[src/rtl/l2_cache_multi_arb_stage_pkg.sv]
// Shared encodings for the L2 front-of-pipe arbiter: packet-type values and defaults.
package l2_cache_multi_arb_stage_pkg;

  localparam int DEFAULT_NUM_REQUESTERS = 4;

  typedef enum logic [1:0] {
    L2_PKT_REQUEST     = 2'd0,
    L2_PKT_IINVALIDATE = 2'd1,
    L2_PKT_FLUSH       = 2'd2,
    L2_PKT_DINVALIDATE = 2'd3
  } l2_pkt_type_e;

  function automatic logic is_invalidate(input logic [1:0] pkt_type);
    return (pkt_type == L2_PKT_IINVALIDATE) || (pkt_type == L2_PKT_DINVALIDATE);
  endfunction

endpackage

[src/rtl/l2_rr_pointer_arbiter.sv]
// Round-robin arbiter: grants the first requester at or after the pointer, wrapping,
// and advances the pointer past the winner when the caller commits the grant.
module l2_rr_pointer_arbiter #(
  parameter int NUM_REQUESTERS = 4
) (
  input  logic                      clk,
  input  logic                      reset,
  input  logic [NUM_REQUESTERS-1:0] request,
  input  logic                      update,
  output logic [NUM_REQUESTERS-1:0] grant_oh
);

  localparam int PW = (NUM_REQUESTERS > 1) ? $clog2(NUM_REQUESTERS) : 1;

  logic [PW-1:0] pointer;
  logic [PW-1:0] win_idx;
  logic [PW-1:0] scan_idx;
  logic          found;

  always_comb begin
    grant_oh = '0;
    win_idx  = '0;
    found    = 1'b0;
    scan_idx = pointer;
    for (int i = 0; i < NUM_REQUESTERS; i++) begin
      if (!found && request[scan_idx]) begin
        grant_oh[scan_idx] = 1'b1;
        win_idx            = scan_idx;
        found              = 1'b1;
      end
      scan_idx = (scan_idx == PW'(NUM_REQUESTERS - 1)) ? '0 : scan_idx + PW'(1);
    end
  end

  always_ff @(posedge clk or negedge reset) begin
    if (!reset) begin
      pointer <= '0;
    end else if (update && found) begin
      pointer <= (win_idx == PW'(NUM_REQUESTERS - 1)) ? '0 : win_idx + PW'(1);
    end
  end

endmodule

[src/rtl/l2_cache_multi_arb_stage.sv]
// L2 front-end arbiter: restarts beat cores unless a core has waited out the restart
// streak limit; the winner is registered into a single backpressured output slot.
module l2_cache_multi_arb_stage
  import l2_cache_multi_arb_stage_pkg::*;
#(
  parameter int          NUM_REQUESTERS     = DEFAULT_NUM_REQUESTERS,
  parameter int          REQ_WIDTH          = 96,
  parameter int          LINE_WIDTH         = 512,
  parameter logic [1:0]  FLUSH_TYPE         = L2_PKT_FLUSH,
  parameter int          MAX_RESTART_STREAK = 8
) (
  input  logic                                clk,
  input  logic                                reset,
  input  logic [NUM_REQUESTERS-1:0]           core_valid,
  input  logic [NUM_REQUESTERS*REQ_WIDTH-1:0] core_request,
  output logic [NUM_REQUESTERS-1:0]           core_ready,
  input  logic                                restart_valid,
  input  logic [REQ_WIDTH-1:0]                restart_request,
  input  logic [LINE_WIDTH-1:0]               restart_data,
  input  logic                                restart_collided,
  output logic                                restart_ready,
  input  logic                                bus_stall,
  output logic                                out_valid,
  output logic [REQ_WIDTH-1:0]                out_request,
  output logic [LINE_WIDTH-1:0]               out_data,
  output logic                                out_is_fill,
  output logic                                out_is_restarted_flush,
  input  logic                                out_ready,
  output logic                                starve_override
);

  localparam int SW = (MAX_RESTART_STREAK > 0) ? $clog2(MAX_RESTART_STREAK + 1) : 1;

  logic                      slot_free;
  logic                      any_core;
  logic                      force_grant;
  logic                      core_grant;
  logic [NUM_REQUESTERS-1:0] grant_oh;
  logic [REQ_WIDTH-1:0]      core_sel;
  logic [SW-1:0]             streak;
  logic [1:0]                restart_type;

  assign slot_free     = !out_valid || out_ready;
  assign any_core      = |core_valid;
  assign restart_type  = restart_request[1:0];
  assign force_grant   = (MAX_RESTART_STREAK != 0) && (streak == SW'(MAX_RESTART_STREAK)) && any_core;
  assign restart_ready = slot_free && restart_valid && !force_grant;
  // bus_stall only gates core traffic; restarts must drain to release bus resources.
  assign core_grant    = slot_free && any_core && !bus_stall && (!restart_valid || force_grant);
  assign core_ready    = core_grant ? grant_oh : '0;

  l2_rr_pointer_arbiter #(
    .NUM_REQUESTERS(NUM_REQUESTERS)
  ) u_rr_arb (
    .clk     (clk),
    .reset   (reset),
    .request (core_valid),
    .update  (core_grant),
    .grant_oh(grant_oh)
  );

  always_comb begin
    core_sel = '0;
    for (int i = 0; i < NUM_REQUESTERS; i++) begin
      if (grant_oh[i]) begin
        core_sel = core_request[i*REQ_WIDTH +: REQ_WIDTH];
      end
    end
  end

  always_ff @(posedge clk or negedge reset) begin
    if (!reset) begin
      out_valid              <= 1'b0;
      out_request            <= '0;
      out_data               <= '0;
      out_is_fill            <= 1'b0;
      out_is_restarted_flush <= 1'b0;
      starve_override        <= 1'b0;
    end else begin
      starve_override <= core_grant && restart_valid;
      if (slot_free) begin
        out_valid <= restart_ready || core_grant;
      end
      if (restart_ready) begin
        out_request            <= restart_request;
        out_data               <= restart_data;
        out_is_fill            <= !restart_collided && (restart_type != FLUSH_TYPE);
        out_is_restarted_flush <= (restart_type == FLUSH_TYPE);
      end else if (core_grant) begin
        out_request            <= core_sel;
        out_data               <= '0;
        out_is_fill            <= 1'b0;
        out_is_restarted_flush <= 1'b0;
      end
    end
  end

  // Counts restarts that overtook a waiting core; saturates at the limit to force a core grant.
  always_ff @(posedge clk or negedge reset) begin
    if (!reset) begin
      streak <= '0;
    end else if (!any_core || core_grant) begin
      streak <= '0;
    end else if (restart_ready && (streak < SW'(MAX_RESTART_STREAK))) begin
      streak <= streak + SW'(1);
    end
  end

  a_core_ready_onehot0 : assert property (@(posedge clk) disable iff (!reset) $onehot0(core_ready));
  a_single_winner : assert property (@(posedge clk) disable iff (!reset) !(restart_ready && |core_ready));
  a_restart_not_inval : assert property (@(posedge clk) disable iff (!reset)
    restart_valid |-> !is_invalidate(restart_type));

endmodule

[config.mk]
export PLATFORM = sky130hd
export DESIGN_NAME = l2_cache_multi_arb_stage
export DESIGN_NICKNAME = d
export VERILOG_FILES = /design/src/rtl/l2_cache_multi_arb_stage_pkg.sv /design/src/rtl/l2_rr_pointer_arbiter.sv /design/src/rtl/l2_cache_multi_arb_stage.sv
export SDC_FILE = /design/constraint.sdc
export NUM_CORES = 1
export LEC_CHECK = 0
export BUFFER_PORTS_ARGS = -buffer_cell sky130_fd_sc_hd__buf_2
export CAP_MARGIN = 5
export CORE_AREA = 2 2 631 633
export CTS_BUF_LIST = sky130_fd_sc_hd__clkbuf_2
export CTS_CLUSTER_SIZE = 20
export DETAILED_ROUTE_END_ITERATION = 16
export DIE_AREA = 0 0 633 635
export GPL_ROUTABILITY_DRIVEN = 0
export SYNTH_ARGS = -nofsm -noshare
export SYNTH_HDL_FRONTEND = slang
export SYNTH_SLANG_ARGS = --single-unit
export TNS_END_PERCENT = 50
[constraint.sdc]
create_clock -name clk -period 3.35 [get_ports clk]
set_input_delay 0.1675 -clock clk [delete_from_list [all_inputs] [get_ports clk]]
set_output_delay 0.1675 -clock clk [all_outputs]
set_load 0.01 [all_outputs]
==> results by group, run 1 <==
Run status
  – Status: aborted with a tool error
  – Failing step: clock tree synthesis
  – Stop err: [ERROR RSZ-0060] Max buffer count reached.

Floorplan
  – Starting Density: 0.06831
  – Rows: around 230
  – Die Y: around 640 um
  – Die X: around 630 um
  – Io pins: approximately 1600

Logic synthesis
  – Mean post-synth cell area: roughly 12 sq um
  – Sequential area share after synthesis: 0.5734
  – Yosys warns: 0
  – Fraction of registers with async set/reset: 1.000
  – Netlist cell types: slightly below 60
  – Syn nets: ~3300
  – Post-synth top flop: dfrtp_1
  – EDFF count, synth: 0
  – Cell area after synthesis: 26970 sq um
  – Yosys reg bits: 618
  – Cells after Synth: 2262

Place
  – Cells after DPL: 9008
  – Pre-CTS setup slack: 0.09303 ns
  – Post-DP HPWL: 288700 um
  – Input/output buffers: 1618

CTS
  – Num CTS Buffers: 192
  – H-tree levels: 4
  – Post-CTS Hold Buffers: 1877
  – Root buf cell: clkbuf_2
  – CTS sink cnt: 618
  – Post-CTS sizing: 42
  – Clock buffer depth: 4
  – Post-CTS Setup Bufs: 38
-- per-stage QoR --
step	util	hold slack [ns]	instance area, sq um
after floorplan	-	-0.1281	26970
after global placement	0.1067	0.2062	42140
after detailed placement	0.1067	0.2040	42140
-- kinds of logic after synthesis --
group	after synthesis	share of synthesized area
AOI/OAI and AO/OA	939	0.3080
DFF	618	0.5734
and+or+nand+nor	440	0.06908
buffers and inverters	248	0.04120
adders and majority gates	8	0.003712
muxes	5	0.003294
xor gates and xnor gates	4	0.001299
-- cells in the mapped netlist (3+ instances only) --
library cell,number,area share
a2bb2oi_2,40,0.022
o21ai_0,10,0.0019
mux4_2,3,0.0025
buf_6,5,0.0021
buf_1,10,0.0014
inv_1,9,0.0013
dfrtp_1,618,0.57
o2bb2ai_1,96,0.031
a31o_1,82,0.027
clkbuf_1,121,0.017
buf_2,96,0.018
a21oi_1,7,0.0013
ha_1,8,0.0037
o31ai_1,95,0.026
a2bb2oi_1,55,0.018
a31o_2,13,0.0042
nand3b_1,3,0.00084
xnor2_1,3,0.00097
nand2_1,108,0.015
nand3_1,102,0.019
a22o_1,517,0.17
nor2_1,203,0.028
nor3b_1,3,0.00084
a211o_1,3,0.00097
nor2b_1,6,0.0014
buf_4,6,0.0017
==> inputs of run 2 (changes only) <==
--- a/config.mk
+++ b/config.mk
@@ -7,12 +7,11 @@
 export LEC_CHECK = 0
 export BUFFER_PORTS_ARGS = -buffer_cell sky130_fd_sc_hd__buf_2
 export CAP_MARGIN = 5
-export CORE_AREA = 2 2 631 633
-export CTS_BUF_LIST = sky130_fd_sc_hd__clkbuf_2
-export CTS_CLUSTER_SIZE = 20
+export CORE_AREA = 2 2 629 631
 export DETAILED_ROUTE_END_ITERATION = 16
-export DIE_AREA = 0 0 633 635
+export DIE_AREA = 0 0 631 633
 export GPL_ROUTABILITY_DRIVEN = 0
+export PLACE_DENSITY_LB_ADDON = 0.15
 export SYNTH_ARGS = -nofsm -noshare
 export SYNTH_HDL_FRONTEND = slang
 export SYNTH_SLANG_ARGS = --single-unit
==> constraint.sdc (replaced) <==
create_clock -name clk -period 4.36 [get_ports clk]
set_input_delay 0.218 -clock clk [delete_from_list [all_inputs] [get_ports clk]]
set_output_delay 0.218 -clock clk [all_outputs]
set_load 0.01 [all_outputs]
==> run 2 against run 1 <==
Net effect: the flow now finishes without violations; area after synthesis stayed put; synthesized cell count did not move.
==> results by group, run 2 <==
CTS
  – CTS tree: yes
  – Clock buffer depth: 4
  – Root buf cell: clkbuf_16
  – Skew-Pair Late Insertion Delay: 0.83 ns
  – H-tree levels: 3
  – Num CTS Buffers: 96
  – CTS sink cnt: between 600 and 700
  – Worst-path clk slew: 0.06 ns

GRT
  – First-pass GRT wire length: 367700 um
  – Initial antenna violation count: 239
  – Vias in the first global route: 33450
  – Largest net degree at the start of global routing: 121
  – Gr usage total: 0.1398
  – Grt ovf: 0

Timing
  – Worst relative slew slack: 0.3184
  – Final WS setup: 0.2161 ns
  – Worst-Margin Slew: 1.022 ns
  – Final Cycle Share: 0.9504
  – Setup TNS Final: 0 ns
  – FMAX: 0.2413 GHz
  – Clk_skew: 0.07848 ns
  – Final setup viols: 0
  – RSZ-0062 raised after global routing: no
  – Fin crit period: just over 4 ns
  – Final hold violations: 0
  – Count of final max-slew check failures: 0
  – Hold Slack: 0.07396 ns

Setup path
  – Slowest cell on crit path: dlygate4sd3_1
  – Max stage delay on crit path: 0.60 ns
  – Crit end category: flip-flop
  – Critical Path AT: about 4.9 ns
  – Worst Path Max Fanout: 26
  – Worst path required time: 5.09 ns
  – CP cell instances: inv_1 > ha_4 > mux4_2 > buf_4 > a21oi_4 > o221a_4 > buf_12 > buf_4 > nand3_1 > a31o_1 > dlygate4sd3_1 > o31ai_1 > dlygate4sd3_1
  – CP Class: flip-flop to flip-flop
  – Nature of the critical path startpoint: flip-flop

Final layout
  – Top reg by flops: out_data
  – Max reg flops: slightly above 500
  – Largest regs: out_data x512, out_request x96, streak x4
  – Commonest non-fill, non-tap cell in the layout: buf_2
  – Area grow syn2layout: 99.31%
  – Share of cells above drive strength 1: 0.4030
  – Commonest cells after routing, fill and taps aside: buf_2 (1617), dlygate4sd3_1 (876), dfrtp_1 (618), a22o_1 (517), nor2_1 (203)
  – NumNets Final: 5711

Route
  – DR vias: 32020
  – Pre-Repair DR Iteration Count: 5
  – DRC: 0
  – DRT antenna net count: 0
  – Drt wl/cell: between 20 and 30 um
  – DRT Wirelength: 292200 um
  – Initial DRC Count: between 2000 and 2500
  – DR vias/cell: 3.179

Logic synthesis
  – Sequential area share after synthesis: 0.5734
  – Post-synth top cells: dfrtp_1 (618), a22o_1 (517), nor2_1 (203), clkbuf_1 (121), nand2_1 (108)
  – Area leader, netlist: dfrtp_1
  – Cells after Synth: ~2300
  – Synth top area share: 0.5734
  – Yosys reg bits: 618
  – Fraction of registers with async set/reset: 1.000
  – Post-synth top flop: dfrtp_1
  – Top-count cell post-synth: dfrtp_1
  – Yosys warns: 0
  – Top cells by area, synth: dfrtp_1 (57%), a22o_1 (17%), o2bb2ai_1 (3.1%)
  – Netlist cell types: 58
  – Syn nets: roughly 3300
  – Cell area after synthesis: 26970 sq um
  – Mean post-synth cell area: 11.92 sq um
  – EDFF count, synth: 0

Floorplan
  – Die Y: 633 um
  – Die X: about 630 um
  – Starting Density: 0.06881
  – Die area: between 300000 and 400000 sq um
  – Rows: 230
  – Core area: between 300000 and 400000 sq um
  – Io pins: approximately 1600

Run status
  – Status: finished, final reports clean

Power
  – Leakage: between 20 and 25 nW
  – Maximum VDD drop: 0.5849 mV
  – Power Dens Cells: 579.0 nW/um^2

Run
  – Max-Cap Viols: 0

Place
  – Pre-CTS setup slack: 0.8463 ns
  – Input/output buffers: about 1600
  – Post-DP HPWL: around 250000 um

Worst hold path
  – Hold crit path type: input port to asynchronous set/reset pin
-- run 2: per-layer routing --
layer	track usage	part of all wire	wire length, um
met5	0	0.0024	703
met4	0.03884	0.032	9357
met3	0.04082	0.072	21120
met2	0.2379	0.48	140200
met1	0.1701	0.41	120700
-- run 2: per-stage QoR --
step                      instances  area [sq um]  power (mW)  utilization
after floorplan                2262         26970       14.04            -
after global placement         8940         41590       20.75       0.1061
after detailed placement       8940         41590       20.71       0.1061
after CTS                      9982         53450       31.75       0.1364
after global routing          10030         53640       32.92       0.1368
final                         10070         53750       31.13       0.1371
-- run 2: power breakdown --
group / switching (mW) / total [mW] / internal [mW]
Sequential: 0.910 / 7.79 / 6.88
Clock: 3.36 / 8.01 / 4.66
Combinational: 8.45 / 15.3 / 6.87
-- run 2: worst max-delay path, delay by kind of cell (launching register included) --
kind / cells / cell delay [ns]
AO/OA/AOI/OAI: 4 / 0.90
adder cells (fa/ha/maj): 1 / 0.35
buffers and inverters: 6 / 1.87
flip-flops: 1 / 0.35
multiplexers: 1 / 0.52
AND/OR/NAND/NOR: 1 / 0.10
-- run 2: logic make-up (layout without fill, tap and decap cells) --
family / after synthesis / in the layout / synth area share
mux: 5 / 5 / 0.003294
simple gates: 440 / 440 / 0.06908
compound gates: 939 / 939 / 0.3080
buf+inv: 248 / 2755 / 0.04120
other cells: 0 / 83 / 0
flops: 618 / 618 / 0.5734
fa+ha+maj: 8 / 8 / 0.003712
xor+xnor: 4 / 4 / 0.001299
-- run 2: what timing repair did --
action,4_1_cts,5_1_grt
buffers inserted,0,6
endpoints found under the hold margin,785,0
gates resized for setup,0,4
endpoints found under the setup margin,0,27
hold buffers,876,0
-- run 2: cell type report --
type / count / area, sq um
clock buffer: 135 / 2739
multi-input combinational: 1396 / 10500
tap: 5220 / 6531
inverter: 10 / 45.04
clock inverter: 31 / 359.1
sequential: 618 / 15460
timing repair buffer: 2579 / 17910
fill: 44820 / 338200
antenna: 83 / 207.7
-- run 2: path summary, 6_finish.rpt --
path	startpoint	to	slack, ns	cells past startpoint
min	reset	out_data[125]	0.07	2
min in group clk	core_request[350]	out_request[62]	0.12	4
max in group asynchronous	reset	out_request[20]	2.91	3
max reg2reg	u_rr_arb.pointer[1]	out_request[68]	0.22	13
min reg2reg	out_request[33]	out_request[33]	0.49	2
max	u_rr_arb.pointer[1]	out_request[68]	0.22	13
No activity file was read; power rests on OpenSTA's default activity.
